[src/rtl/instr_encoder.sv]
// instr_encoder: program-load encoder for the instruction memory.
// Takes one mnemonic-level instruction per valid/ready handshake, packs it into
// the 16-bit word the control unit decodes, and writes it at sequential addresses.
// Branch targets are converted to PC-relative offsets; every field is range-checked.
//
// Ports:
//   clk, rst_n            clock, asynchronous active-low reset
//   start                 begin/restart a load session (any state)
//   in_valid / in_ready   instruction handshake
//   in_mnem, in_ra/rb/rc  mnemonic and register fields
//   in_imm                immediate, or absolute target for branch/J
//   in_last               final instruction of the session
//   imem_we/ready/addr/wdata  memory write port (held stable while stalled)
//   busy, done, err, err_code, count  session status
module instr_encoder #(
  parameter int unsigned AW        = 8,
  parameter int unsigned BASE_ADDR = 0
) (
  input  logic          clk,
  input  logic          rst_n,
  input  logic          start,
  input  logic          in_valid,
  output logic          in_ready,
  input  logic [4:0]    in_mnem,
  input  logic [2:0]    in_ra,
  input  logic [2:0]    in_rb,
  input  logic [2:0]    in_rc,
  input  logic [AW-1:0] in_imm,
  input  logic          in_last,
  output logic          imem_we,
  input  logic          imem_ready,
  output logic [AW-1:0] imem_addr,
  output logic [15:0]   imem_wdata,
  output logic          busy,
  output logic          done,
  output logic          err,
  output logic [1:0]    err_code,
  output logic [AW:0]   count
);

  localparam logic [AW-1:0] AddrBase = AW'(BASE_ADDR);
  localparam logic [AW-1:0] AddrOne  = AW'(1);
  localparam logic [AW:0]   CntOne   = (AW + 1)'(1);

  typedef enum logic [2:0] {StIdle, StLoad, StDrain, StDone, StErr} state_e;

  state_e        r_state, w_state_next;
  logic [AW-1:0] r_addr;
  logic          r_we;
  logic [AW-1:0] r_waddr;
  logic [15:0]   r_wdata;
  logic [AW:0]   r_count;
  logic [1:0]    r_err_code;

  logic [15:0]   w_word;
  logic          w_legal, w_range_ok, w_ok;
  logic [11:0]   w_imm_ext;
  logic          w_imm_fits;
  logic [13:0]   w_off;
  logic          w_off_ok;
  logic          w_accept;
  logic          w_at_top;

  // Encoder
  assign w_imm_ext  = 12'(in_imm);
  assign w_imm_fits = (w_imm_ext <= 12'd63);
  // Offset relative to the instruction after this one; wide enough that no AW<=12 wraps
  assign w_off      = 14'(in_imm) - 14'(r_addr) - 14'd1;
  assign w_off_ok   = ($signed(w_off) >= -14'sd32) && ($signed(w_off) <= 14'sd31);

  always_comb begin
    w_word     = '0;
    w_legal    = 1'b1;
    w_range_ok = 1'b1;
    case (in_mnem)
      5'd0:  w_word = {4'b0000, in_ra, in_rb, in_rc, 3'b000}; // ADD
      5'd1:  w_word = {4'b0000, in_ra, in_rb, in_rc, 3'b010}; // SUB
      5'd2:  w_word = {4'b0000, in_ra, in_rb, in_rc, 3'b100}; // AND
      5'd3:  w_word = {4'b0000, in_ra, in_rb, in_rc, 3'b101}; // ORR
      5'd4:  w_word = {4'b0000, in_ra, in_rb, in_rc, 3'b001}; // MOV
      5'd5:  w_word = {4'b0000, in_ra, in_rb, in_rc, 3'b011}; // EOR
      5'd6:  w_word = {4'b0000, in_ra, in_rb, in_rc, 3'b110}; // BIC
      5'd7:  w_word = {4'b0000, in_ra, in_rb, in_rc, 3'b111}; // MVN
      5'd8:  begin w_word = {4'b0100, in_ra, in_rb, w_imm_ext[5:0]}; w_range_ok = w_imm_fits; end
      5'd9:  begin w_word = {4'b0101, in_ra, in_rb, w_imm_ext[5:0]}; w_range_ok = w_imm_fits; end
      5'd10: begin w_word = {4'b0001, in_ra, 3'b000, w_imm_ext[5:0]}; w_range_ok = w_imm_fits; end
      5'd11: begin w_word = {4'b1011, in_ra, in_rb, w_imm_ext[5:0]}; w_range_ok = w_imm_fits; end
      5'd12: begin w_word = {4'b1111, in_ra, in_rb, w_imm_ext[5:0]}; w_range_ok = w_imm_fits; end
      5'd13: begin w_word = {4'b1000, in_ra, in_rb, w_off[5:0]}; w_range_ok = w_off_ok; end
      5'd14: begin w_word = {4'b1001, in_ra, in_rb, w_off[5:0]}; w_range_ok = w_off_ok; end
      5'd15: begin w_word = {4'b1010, in_ra, in_rb, w_off[5:0]}; w_range_ok = w_off_ok; end
      5'd16: begin w_word = {4'b1100, in_ra, in_rb, w_off[5:0]}; w_range_ok = w_off_ok; end
      5'd17: begin w_word = {4'b1101, in_ra, in_rb, w_off[5:0]}; w_range_ok = w_off_ok; end
      5'd18: begin w_word = {4'b1110, in_ra, in_rb, w_off[5:0]}; w_range_ok = w_off_ok; end
      5'd19: w_word = {4'b0010, w_imm_ext};                    // J
      default: w_legal = 1'b0;
    endcase
  end

  assign w_ok     = w_legal && w_range_ok;
  assign w_accept = in_valid && in_ready;
  assign w_at_top = (r_addr == {AW{1'b1}});

  // FSM: state register
  always_ff @(posedge clk or negedge rst_n) begin
    if (!rst_n) r_state <= StIdle;
    else        r_state <= w_state_next;
  end

  // FSM: next state
  always_comb begin
    w_state_next = r_state;
    if (start) begin
      w_state_next = StLoad;
    end else begin
      case (r_state)
        StLoad: begin
          if (w_accept) begin
            if (!w_ok)         w_state_next = StErr;
            else if (in_last)  w_state_next = StDrain;
            else if (w_at_top) w_state_next = StErr;
          end
        end
        StDrain: if (r_we && imem_ready) w_state_next = StDone;
        default: ;
      endcase
    end
  end

  // FSM: outputs
  always_comb begin
    // New word may enter only when the output register is empty or draining this cycle
    in_ready = (r_state == StLoad) && !start && (!r_we || imem_ready);
    busy     = (r_state == StLoad) || (r_state == StDrain);
    done     = (r_state == StDone);
    err      = (r_state == StErr);
  end

  // Datapath: address counter, output register, write count, error code
  always_ff @(posedge clk or negedge rst_n) begin
    if (!rst_n) begin
      r_addr     <= AddrBase;
      r_we       <= 1'b0;
      r_waddr    <= '0;
      r_wdata    <= '0;
      r_count    <= '0;
      r_err_code <= '0;
    end else if (start) begin
      r_addr     <= AddrBase;
      r_we       <= 1'b0;
      r_count    <= '0;
      r_err_code <= '0;
    end else begin
      if (r_we && imem_ready) begin
        r_we    <= 1'b0;
        r_count <= r_count + CntOne;
      end
      if (w_accept) begin
        if (!w_ok) begin
          r_err_code <= w_legal ? 2'd1 : 2'd0;
        end else begin
          r_we    <= 1'b1;
          r_waddr <= r_addr;
          r_wdata <= w_word;
          r_addr  <= r_addr + AddrOne;
          if (!in_last && w_at_top) r_err_code <= 2'd2;
        end
      end
    end
  end

  assign imem_we    = r_we;
  assign imem_addr  = r_waddr;
  assign imem_wdata = r_wdata;
  assign err_code   = r_err_code;
  assign count      = r_count;

endmodule

[config.mk]
export PLATFORM = sky130hd
export DESIGN_NAME = instr_encoder
export DESIGN_NICKNAME = d
export VERILOG_FILES = /design/src/rtl/instr_encoder.sv
export SDC_FILE = /design/constraint.sdc
export NUM_CORES = 1
export LEC_CHECK = 0
export CAP_MARGIN = 20
export CORE_MARGIN = 3
export CORE_UTILIZATION = 55
export DETAILED_ROUTE_END_ITERATION = 16
export GPL_TIMING_DRIVEN = 1
export PLACE_DENSITY = 0.87
export SYNTH_ARGS = -nofsm -noshare
export SYNTH_HDL_FRONTEND = slang
export SYNTH_SLANG_ARGS = --single-unit
[constraint.sdc]
create_clock -name clk -period 9.3 [get_ports clk]
set_clock_uncertainty 0.1 [all_clocks]
set_input_delay 0.93 -clock clk [delete_from_list [all_inputs] [get_ports clk]]
set_output_delay 0.93 -clock clk [all_outputs]
set_load 0.02 [all_outputs]
**After elaboration in Yosys (flattened, before gate mapping)**

Index checks and enable logic that the tools add are counted.
Widths: inputs -> output; s select.

- Flip-flop bits (word level): 47
- Input bits: 28
- Output and inout bits: 40

- $add $sub $neg: 4
- Magnitude comparators: 3
- Eq/ne operators: 28
- Mux-type cells: 24
- Bitwise logic cells: 1
- Reduce and logical (&&, ||, !) cells: 24

Operators with widths:

| operator | count |
|---|---|
| $pmux 16 s20 | 1 |
| $eq 5x4->1 const B | 8 |
| $mux 8 | 3 |
| $eq 5x3->1 const B | 4 |
| $eq 5x5->1 const B | 4 |
| $reduce_or 20->1 | 1 |
| $mux 3 | 6 |
| $mux 9 | 2 |
| $eq 5x2->1 const B | 2 |
| $ge 10x6->1 const B | 1 |
| $le 10x6->1 const B | 1 |
| $sub 9x2->10 const B | 1 |
| $add 9x1->9 const B | 1 |
| $sub 8x8->9 | 1 |
| $add 8x1->8 const B | 1 |
| $eq 8x8->1 const B | 1 |
| $le 8x6->1 const B | 1 |
| $mux 2 | 4 |
| $logic_and 1x1->1 | 7 |
| $eq 3x2->1 const B | 2 |
| $mux 1 | 6 |
| $ne 3x3->1 const B | 2 |
| $pmux 3 s2 | 1 |
| $reduce_bool 2->1 | 3 |
| 16 further kinds | 20 |

**Depth between registers and ports, before layout**

- Depth in word-level cells: 10
- Mapped depth: 14
- Mapped depth without buffers: 12

**Least setup slack after synthesis**

OpenSTA, ideal clock, no wires.

- Path type: input port to flip-flop
- Start point: input port in_imm[0]
- End point: register r_waddr[0] (netlist: imem_addr[0])
- Library setup time: 125 ps
- Arrival: 3,618 ps
- Data required time: 9,075 ps
- Slack: 5,457 ps
- Stages: 13
- Buffers on the path: 1
- Path through: inv_1 -> ha_1 -> fa_1 -> nand2b_1 -> a21oi_2 -> xor2_2 -> nor3_4 -> mux2_1 -> a31o_1 -> o21ai_4 -> or2_1 -> buf_2 -> mux2_4

- Longest elaborated chain between the ends: 7
- Elaborated cells between the ends (all ways): 9
- Classes of those cells: 2 x add/sub; 3 x order compare; 1 x mux; 3 x reduce/logical

Ends and longest elaborated chain:

| element | RTL line | RTL |
|---|---|---|
| start, declared | 28 | `input logic [AW-1:0] in_imm,` |
| $sub 8x8->9 | 68 | `assign w_off = 14'(in_imm) - 14'(r_addr) - 14'd1;` |
| $sub 9x2->10 | 68 |  |
| $ge 10x6->1 or $le 10x6->1 (tied branches) | 69 | `assign w_off_ok = ($signed(w_off) >= -14'sd32) && ($signed(w_off) <= 14'sd31);` |
| $logic_and 1x1->1 | 69 |  |
| $pmux 1 s2 (*) | 75 | `case (in_mnem)` |
| $logic_and 1x1->1 (*) | 100 | `assign w_ok = w_legal && w_range_ok;` |
| $reduce_and 3->1 (no source line) (*) | n/a |  |
| end signal, assigned | 163 | `r_waddr <= r_addr;` |
| end, declared | 50 | `logic [AW-1:0] r_waddr;` |

Every way passes the cells marked *; elsewhere a longest branch is shown, timed or not.
A chain may end at the register's enable or synchronous reset.

**Worst setup path in the final report**

Same ends and word-level chain as after synthesis.

==> impl_metrics.env <==
export IMPL_status="complete, no violations"
export IMPL_worstPathRequired_ns=9.40
export IMPL_hold_path_class="input port to async pin"
export IMPL_leakagePower_nw=1.57
export IMPL_cts_buffers=5
export IMPL_area_growth_pct=26.6
export IMPL_die_area_sq_um=6510
export IMPL_rsz0062_at_grt="false"
export IMPL_tns_ns=0
export IMPL_post_drt_wl_per_cell_microns=16.1
export IMPL_n_antenna_cell=0
export IMPL_r2r_end="imem_addr[0]"
export IMPL_dr_pass1_iters=5
export IMPL_die_w_microns=80.7
export IMPL_clock_power_share=0.214
export IMPL_clkSlewWorstSetupHoldPaths_ns=0.09
export IMPL_startpoint_type="input port"
export IMPL_tritoncts="yes"
export IMPL_reg2reg_from="r_addr[0]"
export IMPL_min_period_over_period=0.522
export IMPL_clock_sinks=47
export IMPL_layout_nets=442
export IMPL_synth_most_common_cell="dfrtp_1"
export IMPL_yosysTopAreaCell="dfrtp_1"
export IMPL_synth_common_cells="dfrtp_1 (47), nor2_1 (33), o21ai_0 (30)"
export IMPL_syn_area_sq_um=3070
export IMPL_drt_total_wl_microns=7630
export IMPL_drt_iter0_markers=230
export IMPL_worstMarginPinSlew_ns=0.756
export IMPL_grt_max_degree=48
export IMPL_reg2reg_depth=11
export IMPL_ys_flop_type="dfrtp_1"
export IMPL_clock_root_buffer="clkbuf_8"
export IMPL_grt_pass1_wl_microns=13000
export IMPL_synth_fp_nets=383
export IMPL_coreArea_sq_um=5240
export IMPL_cts_setup_buffers=0
export IMPL_drive_gt1_frac=0.0720
export IMPL_avgViaCountPerCell=5.98
export IMPL_p_seq_frac=0.369
export IMPL_comb_power_share=0.417
export IMPL_num_io_pins=68
export IMPL_ys_seq_elements=47
export IMPL_io_buffers=67
export IMPL_cts_hold_buf=0
export IMPL_powerDensity_nw_per_um2=196
export IMPL_grt_antenna_before_repair=0
export IMPL_max_slew_margin=0.495
export IMPL_yosys_top_cells_area="dfrtp_1 (38%), o21ai_0 (4.9%), ha_1 (4.5%), nor2_1 (4.0%), a21oi_1 (3.4%)"
export IMPL_gp_congestion=0.978
export IMPL_ys_types=55
export IMPL_die_y_microns=80.7
export IMPL_clk_latency_ns=0.30
export IMPL_rows=26
export IMPL_grt_pass1_vias=2666
export IMPL_synth_seq_area_share=0.384
export IMPL_syn_area_per_cell_sq_um=8.94
export IMPL_track_usage=0.255
export IMPL_antenna_left=0
export IMPL_hold_viol_final=0
export IMPL_crit_type="input port to register"
export IMPL_total_power_w=0.000760
export IMPL_switching_share=0.362
export IMPL_drcViolationCount=0
export IMPL_setup_viol=0
export IMPL_synth_edf_count=0
export IMPL_num_vias=2827
export IMPL_crit_arrival_ns=4.95
export IMPL_post_cts_resized=0
export IMPL_end_kind="register"
export IMPL_cp_max_fo=26
export IMPL_overflow=0
export IMPL_syn_inst=343
export IMPL_clockBufferDepth=2
export IMPL_fmax_mhz=206
export IMPL_synth_top_cell_area_share=0.384
export IMPL_hpwl_microns=5600
export IMPL_htree_levels=2
export IMPL_fillers=397
export IMPL_yosysWarningCount=0
export IMPL_internal_power_w=0.000484
export IMPL_fin_crit_ns=4.85
export IMPL_async_reset_ff_frac=1.00
export IMPL_timing_reg2reg_setup_slack_ns=5.09
export IMPL_start_util=0.586
export IMPL_final_max_slew_violation_count=0
export IMPL_maxCapViolCount=0
export IMPL_ir_drop_v=0.000126
export IMPL_p_switching_w=0.000275
-- kinds of logic after synthesis --
kind of cell | Yosys count | share of synthesized area
mux | 16 | 0.0600
xor+xnor | 15 | 0.0477
simple gates | 113 | 0.182
compound gates | 111 | 0.234
flops | 47 | 0.384
buf+inv | 29 | 0.0412
fa+ha+maj | 12 | 0.0514
-- area by class of cell --
class | count | area [sq um] | area share
Multi-Input combinational cell | 267 | 1760 | 0.454
Sequential cell | 47 | 1180 | 0.303
Timing Repair Buffer | 68 | 686 | 0.177
Tap cell | 70 | 87.6 | 0.0226
Clock buffer | 6 | 82.6 | 0.0213
Inverter | 13 | 48.8 | 0.0126
Clock inverter | 2 | 38.8 | 0.00999
-- placed cells by master (no fill, tap or decap), drive strengths merged, types with 2 or more instances in the layout --
cell           Yosys  final
and2               5      5
nand3             10     10
inv               13     14
a22oi              4      4
clkbuf            12      6
a22o               3      3
nor2              34     34
xnor2              6      6
o22ai              3      3
a31oi              2      2
a211o              3      3
o31ai              9      9
o211ai             2      2
o311ai             3      3
xor2               9      9
dfrtp             47     47
and3               3      3
a211oi             2      2
buf                4      2
nand2b             8      8
ha                11     11
nand4              4      4
o21a               4      4
a21o               2      2
o21ai             41     41
clkdlybuf4s50      0     66
a21oi             23     23
and4               2      2
a31o               3      3
nand2             28     28
nor2b              4      4
mux2              16     16
nor3               9      9
or3                4      4
-- power by group through the flow --
stage	Clock (W)	Sequential (W)	Combinational (W)
6_report	0.000162	0.000280	0.000317
5_1_grt	0.000173	0.000287	0.000345
4_1_cts	0.000164	0.000280	0.000317
3_5_place_dp	0	0.000284	0.000315
3_3_place_gp	0	0.000282	0.000309
2_1_floorplan	0	0.000320	0.000144
-- flip-flops by register name, indices dropped and copies added (netlist names) --
| name | cells |
|---|---|
| count | 9 |
| err_code | 2 |
| imem_addr | 8 |
| imem_wdata | 16 |
| imem_we | 1 |
| r_addr | 8 |
| r_state | 3 |
-- worst max path at each step --
stage | start | slack [ns] | to
4_1_cts | in_imm[0] | 4.52 | imem_addr[0]
2_1_floorplan | in_imm[0] | 5.46 | imem_addr[0]
3_3_place_gp | in_imm[0] | 4.28 | imem_addr[0]
6_report | in_imm[0] | 4.45 | imem_addr[0]
3_5_place_dp | in_imm[0] | 4.20 | imem_addr[0]
5_1_grt | in_imm[0] | 4.25 | imem_addr[0]
-- per-stage QoR --
stage | utilization | hold slack, ns | area, sq um | setup WS [ns] | cells
CTS | 0.738 | 0.409 | 3860 | 4.52 | 472
detailed placement | 0.715 | 0.390 | 3740 | 4.20 | 464
finish | 0.742 | 0.389 | 3880 | 4.45 | 473
global placement | 0.715 | 0.368 | 3740 | 4.28 | 464
global route | 0.742 | 0.394 | 3880 | 4.25 | 473
floorplan | - | 0.382 | 3070 | 5.46 | 343
-- critical path, stage by stage --
cell and delay, ns:
clkdlybuf4s50_1 0.49, inv_1 0.06, ha_1 0.23, fa_1 0.40, nand2b_1 0.19, a21oi_2 0.17
xor2_2 0.13, nor3_4 0.25, mux2_1 0.37, a31o_1 0.27, o21ai_4 0.53, or2_1 0.58
mux2_4 0.35
-- per-layer routing --
| metal | vias up | share of wire | global-route usage | routed length [microns] |
|---|---|---|---|---|
| met5 | - | 0 | 0 | 0 |
| met4 | 0 | 0.013 | 0.0709 | 97 |
| met3 | 9 | 0.057 | 0.0460 | 432 |
| met2 | 104 | 0.46 | 0.398 | 3540 |
| met1 | 1356 | 0.47 | 0.361 | 3560 |
| li1 | 1358 | - | - | - |
Note: power is estimated with default switching activity, not from simulation.
